File: config.mk
export PLATFORM = sky130hd
export DESIGN_NAME = code_match_game
export DESIGN_NICKNAME = d
export VERILOG_FILES = /design/src/rtl/code_match_game.sv
export SDC_FILE = /design/constraint.sdc
export NUM_CORES = 1
export LEC_CHECK = 0
export ABC_AREA = 1
export CAP_MARGIN = 20
export CORE_MARGIN = 3
export CORE_UTILIZATION = 55
export DETAILED_ROUTE_END_ITERATION = 6
export GPL_ROUTABILITY_DRIVEN = 0
export PLACE_DENSITY = 0.77
export RECOVER_POWER = 50
export SETUP_SLACK_MARGIN = 0.5
export SLEW_MARGIN = 5
export SYNTH_ARGS = -nofsm -noshare
export SYNTH_HDL_FRONTEND = slang
export SYNTH_SLANG_ARGS = --single-unit
File: constraint.sdc
create_clock -name clk -period 3.1 [get_ports clk]
set_input_delay 0.465 -clock clk [delete_from_list [all_inputs] [get_ports clk]]
set_output_delay 0.465 -clock clk [all_outputs]
set_load 0.05 [all_outputs]
File: src/rtl/code_match_game.sv
// code_match_game: memory-game controller. Each round appends one random code
// to a sequence buffer, replays the sequence one element per tick, then checks
// the player's entries. A game ends in a held WIN or LOSE.
module code_match_game #(
  parameter int unsigned SEQ_LEN       = 8,
  parameter int unsigned TIMEOUT_TICKS = 5
) (
  input  logic       clk,
  input  logic       reset,
  input  logic       tick,
  input  logic       start,
  input  logic [3:0] code,
  input  logic       key_valid,
  input  logic [3:0] key,
  output logic       show_valid,
  output logic [3:0] show_code,
  output logic       await_input,
  output logic       win,
  output logic       lose,
  output logic [3:0] level,
  output logic [3:0] score
);

  typedef enum logic [2:0] {
    S_IDLE,
    S_LOAD,
    S_SHOW,
    S_INPUT,
    S_WIN,
    S_LOSE
  } state_t;

  state_t     state_q, state_d;
  logic [3:0] idx_q, idx_d;
  logic [3:0] tmo_q, tmo_d;
  logic [3:0] level_q, level_d;
  logic [3:0] score_q, score_d;
  logic [3:0] seq_q [SEQ_LEN];
  logic [3:0] seq_d [SEQ_LEN];

  logic [3:0] cur_code;
  logic [3:0] last_idx;

  // Read the buffer element selected by idx
  always_comb begin
    cur_code = '0;
    for (int unsigned i = 0; i < SEQ_LEN; i++) begin
      if (idx_q == 4'(i)) cur_code = seq_q[i];
    end
  end

  assign last_idx = level_q - 4'd1;

  // Next-state, counters and buffer write
  always_comb begin
    state_d = state_q;
    idx_d   = idx_q;
    tmo_d   = tmo_q;
    level_d = level_q;
    score_d = score_q;
    seq_d   = seq_q;

    unique case (state_q)
      S_IDLE, S_WIN, S_LOSE: begin
        if (start) begin
          level_d = 4'd1;
          score_d = '0;
          state_d = S_LOAD;
        end
      end

      S_LOAD: begin
        for (int unsigned i = 0; i < SEQ_LEN; i++) begin
          if (level_q == 4'(i + 1)) seq_d[i] = code;
        end
        idx_d   = '0;
        state_d = S_SHOW;
      end

      S_SHOW: begin
        if (tick) begin
          if (idx_q == last_idx) begin
            idx_d   = '0;
            tmo_d   = '0;
            state_d = S_INPUT;
          end else begin
            idx_d = idx_q + 4'd1;
          end
        end
      end

      S_INPUT: begin
        // A key entry takes precedence; a coincident tick is discarded.
        if (key_valid) begin
          tmo_d = '0;
          if (key != cur_code) begin
            state_d = S_LOSE;
          end else if (idx_q != last_idx) begin
            idx_d = idx_q + 4'd1;
          end else begin
            score_d = score_q + 4'd1;
            if (level_q == 4'(SEQ_LEN)) begin
              state_d = S_WIN;
            end else begin
              level_d = level_q + 4'd1;
              state_d = S_LOAD;
            end
          end
        end else if (tick) begin
          tmo_d = tmo_q + 4'd1;
          if (tmo_q + 4'd1 == 4'(TIMEOUT_TICKS)) state_d = S_LOSE;
        end
      end

      default: state_d = S_IDLE;
    endcase
  end

  // Control state register with asynchronous reset
  always_ff @(posedge clk or posedge reset) begin
    if (reset) begin
      state_q <= S_IDLE;
      idx_q   <= '0;
      tmo_q   <= '0;
      level_q <= '0;
      score_q <= '0;
    end else begin
      state_q <= state_d;
      idx_q   <= idx_d;
      tmo_q   <= tmo_d;
      level_q <= level_d;
      score_q <= score_d;
    end
  end

  // Sequence buffer storage; contents are don't-care after reset
  always_ff @(posedge clk) begin
    seq_q <= seq_d;
  end

  // Outputs decoded from registered state
  always_comb begin
    show_valid  = (state_q == S_SHOW);
    show_code   = show_valid ? cur_code : '0;
    await_input = (state_q == S_INPUT);
    win         = (state_q == S_WIN);
    lose        = (state_q == S_LOSE);
    level       = level_q;
    score       = score_q;
  end

endmodule
==> results.json <==
{
  "setup_tns_ns": 0,
  "num_antenna_cells": 0,
  "worstPathMaxFanout": 5,
  "first_global_vias": 2197,
  "synth_cells": 345,
  "worst_pin_slew_ns": 0.859,
  "clkSinkCount": 51,
  "io_pins": 29,
  "setup_viol": 0,
  "reg2reg_from": "level[0]$_DFFE_PP0P_",
  "ys_warn_count": 0,
  "p_leak_nw": 1.51,
  "synth_async_sr_flop_share_pct": 37.3,
  "synth_edf_count": 32,
  "startpoint": "idx_q[0]$_DFFE_PP0P_",
  "post-route-min-period_ns": 2.49,
  "rr_worst_depth": 13,
  "track_usage_pct": 20.2,
  "cts_tree": "yes",
  "hold_viol": 0,
  "seqCellArea_sq_um": 1440,
  "ir_drop_mv": 0.439,
  "clkTransAtPathRegs_ns": 0.09,
  "drv_cap": 0,
  "crit_arrival_ns": 2.03,
  "root_buffer": "clkbuf_8",
  "ys_seq_elements": 51,
  "drt-pass1-iter-count": 5,
  "nFillCells": 402,
  "period_share_pct": 80.4,
  "numPortBuffers": 28,
  "endpoint_kind": "primary output",
  "insertion_delay_ns": 0.31,
  "crit_type": "flop to primary output",
  "drtAntennaViolNets": 0,
  "timing.rr.end": "level[0]$_DFFE_PP0P_",
  "grt_overflow": 0,
  "rsz0062_at_grt": "false",
  "dr.first_iter.drc_count": 234,
  "dieArea_sq_um": 6340,
  "wire_per_inst_um": 13.9,
  "clock_skew_ns": 0.0126,
  "synth_cell_type_count": 33,
  "die_width_um": 79.6,
  "core_area_sq_um": 5170,
  "final_nets": 405,
  "vias": 2390,
  "drive_gt1_share_pct": 16.8,
  "drc": 0,
  "hold_path.class": "flop to flop",
  "cts_buffers": 5,
  "synthToLayoutAreaGrowth_pct": 20.1,
  "grt_pass1_wl_um": 9960,
  "dpl_worst_slack_ns": 0.451,
  "die_h_um": 79.6,
  "maxSlewHeadroom_pct": 42.2,
  "synthFlopType": "edfxtp_1",
  "start_kind": "flop",
  "hpwl_um": 4380,
  "final_common_cell": "nand2_1",
  "antenna_found_initial": 0,
  "multi_input_area_sq_um": 1410,
  "worst_slack_ns": 0.607,
  "powerDensity_nw_per_um2": 852,
  "cts_max_path_buffers": 2,
  "fmax_mhz": 401,
  "htree_levels": 2,
  "status": "finished, final reports clean",
  "viasPerCell": 5.30,
  "drv_slew": 0,
  "rows": 26,
  "rrSetupSlack_ns": 0.68,
  "grt_max_degree": 20,
  "drt-total-wl_um": 6280,
  "initial_core_util_pct": 57.6,
  "synth_fp_nets": 370,
  "final_util_pct": 69.2,
  "layout_common_cells": "nand2_1 (84), inv_1 (40), edfxtp_1 (32)",
  "yosysSeqAreaShare_pct": 48.2,
  "worstSetupEndpoint": "show_code[3]",
  "netlist_area_sq_um": 2980,
  "cp.required_ns": 2.63,
  "avgSynthCellArea_sq_um": 8.64
}
[sequential cells by signal, summed over array words and instances, names as in the netlist]
signal   cells
seq_q       32
tmo_q        4
idx_q        4
score        4
state_q      3
level        4
[report_power, final]
group          switching [mW]  internal [mW]  total [mW]
clock network           0.227          0.243       0.470
logic                    1.10          0.554        1.65
registers               0.113          0.814       0.926
[worst min-delay path by stage]
stage | from | to | slack [ns] | cells past startpoint
final | tmo_q[2]$_DFFE_PP0P_ | tmo_q[2]$_DFFE_PP0P_ | 0.54 | 2
after global routing | tmo_q[2]$_DFFE_PP0P_ | tmo_q[2]$_DFFE_PP0P_ | 0.58 | 2
after CTS | tmo_q[2]$_DFFE_PP0P_ | tmo_q[2]$_DFFE_PP0P_ | 0.54 | 2
after detailed placement | tmo_q[2]$_DFFE_PP0P_ | tmo_q[2]$_DFFE_PP0P_ | 0.52 | 2
after global placement | tmo_q[2]$_DFFE_PP0P_ | tmo_q[2]$_DFFE_PP0P_ | 0.52 | 2
after floorplan | reset | idx_q[0]$_DFFE_PP0P_ | 0.42 | 1
[stage by stage]
step	std cells	power (mW)	hold slack [ns]	area, sq um
floorplan	345	2.04	0.416	2990
finish	451	3.05	0.540	3580
CTS	447	2.89	0.540	3460
detailed placement	437	2.39	0.517	3300
global placement	437	2.36	0.518	3300
global route	451	3.28	0.582	3580
[final cells by class]
class,instances,share of cell area [%]
well taps,70,2.45
inverters,47,5.00
clock inverters,3,1.29
clock buffers,5,1.92
multi-input cells,242,39.3
repair buffers,33,9.72
flip-flops and latches,51,40.3
[synth_stat cells (all sizes together), types with 2 or more instances]
cell type / instances / share of area (%)
xnor2: 6 / 1.8
dfrtp: 19 / 16
a21oi: 3 / 0.88
inv: 47 / 5.9
nand2: 91 / 12
nor3: 13 / 2.4
o211ai: 2 / 0.50
edfxtp: 32 / 32
o21ai: 15 / 2.8
ha: 12 / 5.0
nand3b: 5 / 1.3
or2: 7 / 1.5
nand4: 7 / 1.5
buf: 6 / 1.6
nor2: 37 / 6.1
nand3: 31 / 5.4
xor2: 7 / 2.1
a211oi: 2 / 0.50
[critical path, stage by stage, from the launching register on]
cell and delay (ns):
dfrtp_2 0.48, inv_4 0.11, ha_4 0.17, inv_1 0.08, nor2_4 0.14, nand2_1 0.06, nand2_1 0.06, inv_1 0.04
nand3_1 0.07, nand2_1 0.06, nand2_1 0.08, nand2_1 0.08, nor2_2 0.11, buf_6 0.17
[cells by family after synthesis]
logic type / Yosys count / share of synthesized area [%]
AND/OR/NAND/NOR: 193 / 30.4
buffers and inverters: 53 / 7.55
flip-flops: 51 / 48.2
AO/OA/AOI/OAI: 23 / 4.99
XOR/XNOR: 13 / 3.82
adder cells (fa/ha/maj): 12 / 5.04
[layer usage]
layer	vias to the layer above	GRT usage, %	wire length (um)
li1	1196	-	-
met4	0	5.67	68
met3	8	3.72	309
met5	-	0	0
met2	66	32.8	2990
met1	1120	27.8	2910
[what timing repair did]
| action | 4_1_cts | 5_1_grt |
|---|---|---|
| cloned | 0 | 1 |
| gates resized for setup | 8 | 24 |
| setup endpoints to repair | 12 | 22 |
| buffers inserted | 2 | 3 |
| hold buffers | 0 | 0 |
| endpoints found under the hold margin | 0 | 0 |
| pin swaps | 1 | 0 |
Note: power is estimated with default switching activity, not from simulation.
